**src/rtl/fetch_sequencer_if.sv**
```systemverilog
// Fetch-to-core/memory/decode signal bundle for fetch_sequencer.
// master = fetch_sequencer side, slave = core control / program memory / decode side.
interface fetch_sequencer_if #(
    parameter int ADDR_W  = 8,
    parameter int INSTR_W = 32
);
    logic               start_i;
    logic               halt_i;
    logic               redirect_i;
    logic [ADDR_W-1:0]  redirect_pc_i;
    logic [ADDR_W-1:0]  mem_addr_o;
    logic [INSTR_W-1:0] mem_instr_i;
    logic               instr_valid_o;
    logic [INSTR_W-1:0] instr_o;
    logic [ADDR_W-1:0]  instr_pc_o;
    logic               instr_ready_i;
    logic               running_o;
    logic               fault_o;

    modport master (
        input  start_i, halt_i, redirect_i, redirect_pc_i, mem_instr_i, instr_ready_i,
        output mem_addr_o, instr_valid_o, instr_o, instr_pc_o, running_o, fault_o
    );

    modport slave (
        output start_i, halt_i, redirect_i, redirect_pc_i, mem_instr_i, instr_ready_i,
        input  mem_addr_o, instr_valid_o, instr_o, instr_pc_o, running_o, fault_o
    );
endinterface

```
**src/rtl/fetch_sequencer.sv**
```systemverilog
// Instruction fetch controller: owns the PC, reads a combinational program memory and
// holds one fetched word for decode. FETCH_ALIGN_CHECK_EN enables the misaligned-redirect fault.
module fetch_sequencer #(
    parameter int                ADDR_W   = 8,
    parameter int                INSTR_W  = 32,
    parameter logic [ADDR_W-1:0] RESET_PC = '0
) (
    input  logic               clk_i,
    input  logic               rst_i,
    fetch_sequencer_if.master  bus
);

`ifdef FETCH_ALIGN_CHECK_EN
    typedef enum logic [1:0] {IDLE, RUN, HALT, FAULT} state_t;
`else
    typedef enum logic [1:0] {IDLE, RUN, HALT} state_t;
`endif

    state_t             state_reg, state_next;
    logic [ADDR_W-1:0]  pc_reg, pc_next;
    logic               valid_reg, valid_next;
    logic [INSTR_W-1:0] instr_reg, instr_next;
    logic [ADDR_W-1:0]  ipc_reg, ipc_next;
    logic               transfer;
    logic               load;
`ifdef FETCH_ALIGN_CHECK_EN
    logic               fault_reg, fault_next;
    logic               misaligned;
`endif

    always_ff @(posedge clk_i or posedge rst_i) begin
        if (rst_i) begin
            state_reg <= IDLE;
            pc_reg    <= RESET_PC;
            valid_reg <= 1'b0;
            instr_reg <= '0;
            ipc_reg   <= '0;
`ifdef FETCH_ALIGN_CHECK_EN
            fault_reg <= 1'b0;
`endif
        end else begin
            state_reg <= state_next;
            pc_reg    <= pc_next;
            valid_reg <= valid_next;
            instr_reg <= instr_next;
            ipc_reg   <= ipc_next;
`ifdef FETCH_ALIGN_CHECK_EN
            fault_reg <= fault_next;
`endif
        end
    end

    always_comb begin
        state_next = state_reg;
        pc_next    = pc_reg;
        valid_next = valid_reg;
        instr_next = instr_reg;
        ipc_next   = ipc_reg;
        transfer   = valid_reg && bus.instr_ready_i;
        // A redirect or halt suppresses the fetch in the cycle it arrives.
        load       = (state_reg == RUN) && !bus.halt_i && !bus.redirect_i &&
                     (!valid_reg || bus.instr_ready_i);
`ifdef FETCH_ALIGN_CHECK_EN
        fault_next = fault_reg;
        misaligned = bus.redirect_i && (bus.redirect_pc_i[1:0] != 2'b00);
`endif

        case (state_reg)
            IDLE, HALT: begin
                if (transfer)
                    valid_next = 1'b0;
                if (bus.start_i)
                    state_next = RUN;
            end
            RUN: begin
                if (bus.halt_i) begin
                    state_next = HALT;
                    if (transfer)
                        valid_next = 1'b0;
                end else if (load) begin
                    instr_next = bus.mem_instr_i;
                    ipc_next   = pc_reg;
                    valid_next = 1'b1;
                    pc_next    = pc_reg + ADDR_W'(4);
                end
            end
            default: ;
        endcase

`ifdef FETCH_ALIGN_CHECK_EN
        if (state_reg != FAULT) begin
            if (misaligned) begin
                state_next = FAULT;
                fault_next = 1'b1;
                valid_next = 1'b0;
                pc_next    = pc_reg;
            end else if (bus.redirect_i) begin
                pc_next    = bus.redirect_pc_i;
                valid_next = 1'b0;
            end
        end
`else
        if (bus.redirect_i) begin
            pc_next    = bus.redirect_pc_i;
            valid_next = 1'b0;
        end
`endif
    end

    assign bus.mem_addr_o    = pc_reg;
    assign bus.instr_valid_o = valid_reg;
    assign bus.instr_o       = instr_reg;
    assign bus.instr_pc_o    = ipc_reg;
    assign bus.running_o     = (state_reg == RUN);
`ifdef FETCH_ALIGN_CHECK_EN
    assign bus.fault_o       = fault_reg;
`else
    assign bus.fault_o       = 1'b0;
`endif

endmodule

```
**src/flat_wrapper.sv**
```systemverilog
// flat-port wrapper written by rule: the top's interface ports become plain ports
module fetch_sequencer_flat 
#(
    parameter int                ADDR_W   = 8,
    parameter int                INSTR_W  = 32,
    parameter logic [ADDR_W-1:0] RESET_PC = '0
)
  (clk_i, rst_i, bus_start_i, bus_halt_i, bus_redirect_i, bus_redirect_pc_i, bus_mem_instr_i, bus_instr_ready_i, bus_mem_addr_o, bus_instr_valid_o, bus_instr_o, bus_instr_pc_o, bus_running_o, bus_fault_o);
  fetch_sequencer_if #(.ADDR_W(ADDR_W), .INSTR_W(INSTR_W)) bus_i ();
  input  logic clk_i;
  input  logic rst_i;
  input wire logic [$bits(bus_i.start_i)-1:0] bus_start_i;
  input wire logic [$bits(bus_i.halt_i)-1:0] bus_halt_i;
  input wire logic [$bits(bus_i.redirect_i)-1:0] bus_redirect_i;
  input wire logic [$bits(bus_i.redirect_pc_i)-1:0] bus_redirect_pc_i;
  input wire logic [$bits(bus_i.mem_instr_i)-1:0] bus_mem_instr_i;
  input wire logic [$bits(bus_i.instr_ready_i)-1:0] bus_instr_ready_i;
  output wire logic [$bits(bus_i.mem_addr_o)-1:0] bus_mem_addr_o;
  output wire logic [$bits(bus_i.instr_valid_o)-1:0] bus_instr_valid_o;
  output wire logic [$bits(bus_i.instr_o)-1:0] bus_instr_o;
  output wire logic [$bits(bus_i.instr_pc_o)-1:0] bus_instr_pc_o;
  output wire logic [$bits(bus_i.running_o)-1:0] bus_running_o;
  output wire logic [$bits(bus_i.fault_o)-1:0] bus_fault_o;
  assign bus_i.start_i = bus_start_i;
  assign bus_i.halt_i = bus_halt_i;
  assign bus_i.redirect_i = bus_redirect_i;
  assign bus_i.redirect_pc_i = bus_redirect_pc_i;
  assign bus_i.mem_instr_i = bus_mem_instr_i;
  assign bus_i.instr_ready_i = bus_instr_ready_i;
  assign bus_mem_addr_o = bus_i.mem_addr_o;
  assign bus_instr_valid_o = bus_i.instr_valid_o;
  assign bus_instr_o = bus_i.instr_o;
  assign bus_instr_pc_o = bus_i.instr_pc_o;
  assign bus_running_o = bus_i.running_o;
  assign bus_fault_o = bus_i.fault_o;
  fetch_sequencer #(.ADDR_W(ADDR_W), .INSTR_W(INSTR_W), .RESET_PC(RESET_PC)) u_core (.clk_i(clk_i), .rst_i(rst_i), .bus(bus_i));
endmodule
```
**config.mk**
```make
export PLATFORM = sky130hd
export DESIGN_NAME = fetch_sequencer_flat
export DESIGN_NICKNAME = d
export VERILOG_FILES = /design/src/rtl/fetch_sequencer_if.sv /design/src/rtl/fetch_sequencer.sv /design/src/flat_wrapper.sv
export SDC_FILE = /design/constraint.sdc
export NUM_CORES = 1
export LEC_CHECK = 0
export CORE_MARGIN = 3
export CORE_UTILIZATION = 41
export DETAILED_ROUTE_END_ITERATION = 12
export GPL_TIMING_DRIVEN = 1
export PLACE_DENSITY_LB_ADDON = 0.1
export SYNTH_ARGS = -nofsm -noshare
export SYNTH_HDL_FRONTEND = slang
export SYNTH_SLANG_ARGS = --single-unit
```
**constraint.sdc**
```tcl
create_clock -name clk_i -period 2.05 [get_ports clk_i]
set_input_delay 0.3075 -clock clk_i [delete_from_list [all_inputs] [get_ports clk_i]]
set_output_delay 0.3075 -clock clk_i [all_outputs]
set_load 0.005 [all_outputs]
```
==> results of run 1 <==
worst max-delay path, delay by kind of cell, from the launching register on:
family | cells | cell delay (ns)
simple gates | 1 | 0.25
buf+inv | 2 | 0.67
flops | 1 | 0.41
report_power, final:
group | switching [mW] | internal (mW)
Combinational | 0.490 | 1.17
Sequential | 0.234 | 1.44
Clock | 0.310 | 0.307
kinds of logic (layout without fill, tap and decap cells):
kind of cell | count (synthesis) | after routing
and+or+nand+nor | 25 | 25
AOI/OAI and AO/OA | 17 | 17
other | 1 | 1
buffers and inverters | 14 | 114
DFF | 51 | 51
adders and majority gates | 1 | 1
muxes | 42 | 42
through the flow:
stage / hold WS, ns / power [mW] / area, sq um / instances
after floorplan: 0.397 / 2.31 / 2150 / 151
after global placement: 0.479 / 3.34 / 3180 / 310
after detailed placement: 0.479 / 3.38 / 3180 / 310
after CTS: 0.299 / 4.02 / 3280 / 318
after global routing: 0.313 / 4.23 / 3280 / 318
final: 0.296 / 3.95 / 3280 / 318
synthesized netlist by cell type (2+ instances only):
| cell type | instances | share of area |
|---|---|---|
| a21oi_1 | 4 | 0.0093 |
| o31ai_1 | 4 | 0.014 |
| nand3_1 | 2 | 0.0046 |
| buf_6 | 6 | 0.031 |
| dfrtp_1 | 51 | 0.59 |
| o311ai_0 | 2 | 0.0081 |
| inv_1 | 5 | 0.0087 |
| nor2_1 | 5 | 0.0087 |
| mux2_2 | 39 | 0.20 |
| mux2_1 | 3 | 0.016 |
| or4_1 | 2 | 0.0070 |
| a31oi_1 | 2 | 0.0058 |
| nand4b_1 | 3 | 0.012 |
| nand2_1 | 3 | 0.0052 |
| nand2b_1 | 4 | 0.012 |
| clkbuf_1 | 2 | 0.0035 |
cell type report:
cell class / count / area (sq um)
Timing Repair Buffer: 101 / 1020
Clock buffer: 7 / 96.3
Clock inverter: 1 / 7.51
Inverter: 5 / 18.8
Multi-Input combinational cell: 86 / 777
Fill cell: 421 / 1630
Tap cell: 67 / 83.8
Sequential cell: 51 / 1280
worst paths after layout:
kind,to,cells past startpoint
worst max-delay path,bus_running_o,3
worst min register to register,u_core.bus.instr_o[16]$_DFFE_PP0P_,1
worst min-delay path,u_core.bus.instr_o[23]$_DFFE_PP0P_,2
max in group asynchronous,u_core.bus.instr_pc_o[2]$_DFFE_PP0P_,3
min in group clk_i,u_core.bus.instr_o[16]$_DFFE_PP0P_,1
worst max register to register,u_core.bus.instr_o[10]$_DFFE_PP0P_,4
what timing repair did:
item | CTS | global route
setup buffers | 0 | 0
gates resized for setup | 0 | 1
endpoints found under the setup margin | 0 | 1
metal layers:
layer	up-vias	GRT usage
met2	65	0.237
li1	741	-
met1	749	0.229
met4	0	0.0367
met5	-	0
met3	4	0.0550
==> reports/results.tsv, run 1 <==
metric	value	unit
ant_nets	0	
cts_buffers	5	
io_buffers	95	
start_util	0.439	
endpoint_kind	primary output	
crit_path_start_kind	flop	
cp_slowest_stage_delay	0.52	ns
area_growth_syn_to_layout	52.3	%
drt_iter0_drc	51	
crit_type	reg2out	
clkLatencyLatePin	0.29	ns
drt-pass1-iter-count	4	
die_w	78.5	um
clock-sinks	51	
synth_compound_area_frac	0.0563	
post_drt_via_cell_ratio	4.90	
clock_path_buffers	2	
vias	1559	
coreArea	4910	sq um
cts_tree	done	
cts-root-buf	clkbuf_8	
final-setup-viol-count	0	
die_y	78.5	um
ir_worst_vdd	604	uV
max_freq	0.520	GHz
finalClockSkew	0.00786	ns
rows	25	
powerDensity	1200	nW/um^2
wl_per_cell	14.8	um
final_util	0.668	
synth_mux_area_frac	0.220	
drc	0	
crit_path_start	u_core.state_reg[1]$_DFFE_PP0P_	
arrival	1.61	ns
ys_seq_area_frac	0.592	
grt_pass1_wl	7780	um
synth-seq-cells	51	
final_max_slew_viol_count	0	
syn-mean-instance-area	14.3	sq um
drv_cap	0	
grt_usage	0.161	
netlist_area	2150	sq um
synth_cells	151	
synth_xor_area_frac	0	
async_flop_share	1.00	
yosysUniqueCellTypes	30	
fin_ws	0.128	ns
finalNetCount	297	
hold_class	in2async	
rsz0062_at_grt	no	
drive_gt1_frac	0.231	
globalplace.congestion	0.752	
layout_commonest_cell	clkdlybuf4s50_1	
fin_tns_setup	0	ns
synth_top_family_by_area	multiplexers	
grt_pass1_vias	1529	
dr_wl_met2	2170	um
drt_wl_total	4720	um
path_cells	nand2b_1 -> inv_2 -> clkdlybuf4s50_1	
yosys.area_share.simple	0.0772	
critPathRequiredTime	1.74	ns
dieArea	6160	sq um
met1_length	2160	um
layout_common_cells	clkdlybuf4s50_1 (95), dfrtp_1 (51), mux2_2 (39), clkbuf_8 (7), nor2_1 (5)	
dpl.hpwl	3570	um
diodes	0	
synth-edff-count	0	
worstPathMaxFanout	5	
synth_adder_area_share	0.00581	
largest_reg_flops	32	
yosysWarnings	0	
hold_buffers	0	
gr-total-overflow	0	
io_pins	97	
htree_levels	2	
top_layer	met4	
critPathSlowestCell	clkdlybuf4s50_1	
antenna_found_initial	0	
r2r_slack	0.43	ns
syn_nets	198	
period_share	0.938	
path_clk_slew	0.09	ns
dr_wl_met3	367	um
hold_viol	0	
r2r_start	u_core.state_reg[1]$_DFFE_PP0P_	
status	finished clean	
min_period	1.92	ns
synthFlopType	dfrtp_1	
grt_max_degree	36	
dp_slack	0.0944	ns
p_leak	1.35	nW
Power figures use the tool's default switching activity.
==> run 2: changes to the inputs <==
--- a/config.mk
+++ b/config.mk
@@ -5,8 +5,9 @@
 export SDC_FILE = /design/constraint.sdc
 export NUM_CORES = 1
 export LEC_CHECK = 0
+export CAP_MARGIN = 15
 export CORE_MARGIN = 3
-export CORE_UTILIZATION = 41
+export CORE_UTILIZATION = 37
 export DETAILED_ROUTE_END_ITERATION = 12
 export GPL_TIMING_DRIVEN = 1
 export PLACE_DENSITY_LB_ADDON = 0.1
==> constraint.sdc (replaced) <==
create_clock -name clk_i -period 1.7 [get_ports clk_i]
set_input_delay 0.255 -clock clk_i [delete_from_list [all_inputs] [get_ports clk_i]]
set_output_delay 0.255 -clock clk_i [all_outputs]
set_load 0.005 [all_outputs]
==> run 2 against run 1 <==
Clock skew down 0.00057 ns; non-clock buffer count is 11 higher; utilization down 5.5 points; critical endpoint is now u_core.bus.instr_o[12]$_DFFE_PP0P_; count of clock-buffer cells in the layout down 1.
==> reports/results.tsv, run 2 (synthesis gave the netlist of run 1 again) <==
metric	value	unit	change
period_share	0.995		
final_util	0.613		was 0.668
critPathSlowestCell	dfrtp_1		was clkdlybuf4s50_1
drc	0		unchanged
coreArea	5570	sq um	was 4910 sq um
drt_wl_total	5060	um	was 4720 um
cts_tree	done		unchanged
fin_tns_setup	0	ns	unchanged
htree_levels	2		unchanged
area_growth_syn_to_layout	58.6	%	was 52.3%
die_y	82.3	um	was 78.5 um
vias	1626		was 1559
arrival	1.88	ns	was 1.61 ns
p_leak	1.44	nW	was 1.35 nW
grt_usage	0.144		was 0.161
top_layer	met4		unchanged
dieArea	6770	sq um	was 6160 sq um
gr-total-overflow	0		unchanged
path_clk_slew	0.09	ns	about the same
max_freq	0.591	GHz	
drt_iter0_drc	20		was 51
path_buf_inv	3		was 2
hold_class	in2async		unchanged
path_depth	6		was 3
r2r_end	u_core.bus.instr_o[12]$_DFFE_PP0P_		was u_core.bus.instr_o[10]$_DFFE_PP0P_
n_fill_cell	491		was 421
drv_cap	0		unchanged
status	finished clean		unchanged
layout_common_cells	clkdlybuf4s50_1 (94), dfrtp_1 (50), mux2_2 (39), buf_4 (13)		was clkdlybuf4s50_1 (95), dfrtp_1 (51), mux2_2 (39), clkbuf_8 (7), nor2_1 (5)
multi_input_area	785	sq um	was 777 sq um
largest_reg_flops	32		unchanged
crit_type	reg2reg		was reg2out
io_pins	97		unchanged
final-setup-viol-count	0		unchanged
fin_area	3420	sq um	was 3280 sq um
critPathRequiredTime	1.89	ns	was 1.74 ns
cp_slowest_stage_delay	0.40	ns	was 0.52 ns
die_w	82.3	um	was 78.5 um
clkLatencyLatePin	0.30	ns	was 0.29 ns
r2r_slack	0.008	ns	was 0.43 ns
dp_cells	319		was 310
endpoint_kind	flop		was primary output
dr_wl_met3	463	um	was 367 um
crit_top_cell	buf_4		
clock_path_buffers	2		unchanged
layout_commonest_cell	clkdlybuf4s50_1		unchanged
antenna_found_initial	0		unchanged
dr_wl_met2	2380	um	was 2170 um
drt-pass1-iter-count	4		unchanged
rr_worst_depth	6		was 4
worstPathMaxFanout	20		was 5
crit_path_start	u_core.state_reg[1]$_DFFE_PP0P_		unchanged
rsz0062_at_grt	yes		was no
crit_path_start_kind	flop		unchanged
critPathTopFamily	buffers and inverters		unchanged
clock-sinks	51		unchanged
diodes	0		unchanged
rows	27		was 25
fin_cells	333		was 318
final_max_slew_viol_count	0		unchanged
globalplace.congestion	0.724		was 0.752
ant_nets	0		unchanged
fin_ws	0.00849	ns	was 0.128 ns
hold_viol	0		unchanged
wl_per_cell	15.2	um	was 14.8 um
dpl.hpwl	3340	um	was 3570 um
p_total	4.94	mW	was 3.95 mW
start_util	0.387		was 0.439
path_cells	nand2b_4 -> buf_4 -> nor4_4 -> buf_4 -> clkbuf_16 -> mux2_2		was nand2b_1 -> inv_2 -> clkdlybuf4s50_1
min_period	1.69	ns	
cts_buffers	5		unchanged
regArea	1280	sq um	about the same
finalNetCount	308		was 297
powerDensity	1450	nW/um^2	was 1200 nW/um^2
met1_length	2180	um	was 2160 um
dp_slack	-0.182	ns	was 0.0944 ns
cts-root-buf	clkbuf_8		unchanged
io_buffers	95		unchanged
post_drt_via_cell_ratio	4.88		was 4.90
postPlaceCellArea	3210	sq um	was 3180 sq um
grt_max_degree	52		was 36
cp-endpoint	u_core.bus.instr_o[12]$_DFFE_PP0P_		was bus_running_o
finalClockSkew	0.00728	ns	was 0.00786 ns
r2r_start	u_core.state_reg[1]$_DFFE_PP0P_		unchanged
drive_gt1_frac	0.264		was 0.231
grt_pass1_vias	1586		was 1529
grt_pass1_wl	7400	um	was 7780 um
holdWs	0.316	ns	was 0.296 ns
ir_worst_vdd	757	uV	was 604 uV
==> run 2: repair_timing <==
item                       in CTS  in global routing
setup endpoints to repair       1                 40
hold buffers                    0                  0
resized for setup               5                  4
gates cloned                    0                  2
buffers inserted                2                  3
==> run 2: worst min path at each step <==
| stage | endpoint | slack (ns) | depth (start not counted) |
|---|---|---|---|
| 3_5_place_dp | u_core.bus.instr_o[14]$_DFFE_PP0P_ | 0.48 | 1 |
| 3_3_place_gp | u_core.bus.instr_o[15]$_DFFE_PP0P_ | 0.47 | 1 |
| 6_report | u_core.bus.instr_o[13]$_DFFE_PP0P_ | 0.32 | 3 |
| 4_1_cts | u_core.bus.instr_o[13]$_DFFE_PP0P_ | 0.33 | 3 |
| 2_1_floorplan | u_core.state_reg[1]$_DFFE_PP0P_ | 0.34 | 1 |
| 5_1_grt | u_core.bus.instr_o[18]$_DFFE_PP0P_ | 0.34 | 3 |
==> run 2: metal layers <==
metal  GRT usage  up-vias
met5           0        -
met2       0.232       67
met4      0.0498        0
met1       0.182      789
met3      0.0466        4
li1            -      766
==> run 2: worst reg2reg max path: stages (launching register included) <==
cell	delay, ns
dfrtp_1	0.40
nand2b_4	0.16
buf_4	0.16
nor4_4	0.15
buf_4	0.16
clkbuf_16	0.19
mux2_2	0.37
==> run 2: area by class of cell <==
type	instances	share of cell area
Sequential cell	51	0.374
Timing Repair Buffer	112	0.334
Multi-Input combinational cell	86	0.230
Tap cell	72	0.0264
Clock buffer	6	0.0212
Clock inverter	1	0.00879
Inverter	5	0.00622
==> run 2: where the power goes <==
| group | internal (mW) | switching, mW |
|---|---|---|
| registers | 1.74 | 0.283 |
| logic | 1.49 | 0.616 |
| clock network | 0.432 | 0.386 |
| total | 3.66 | 1.28 |
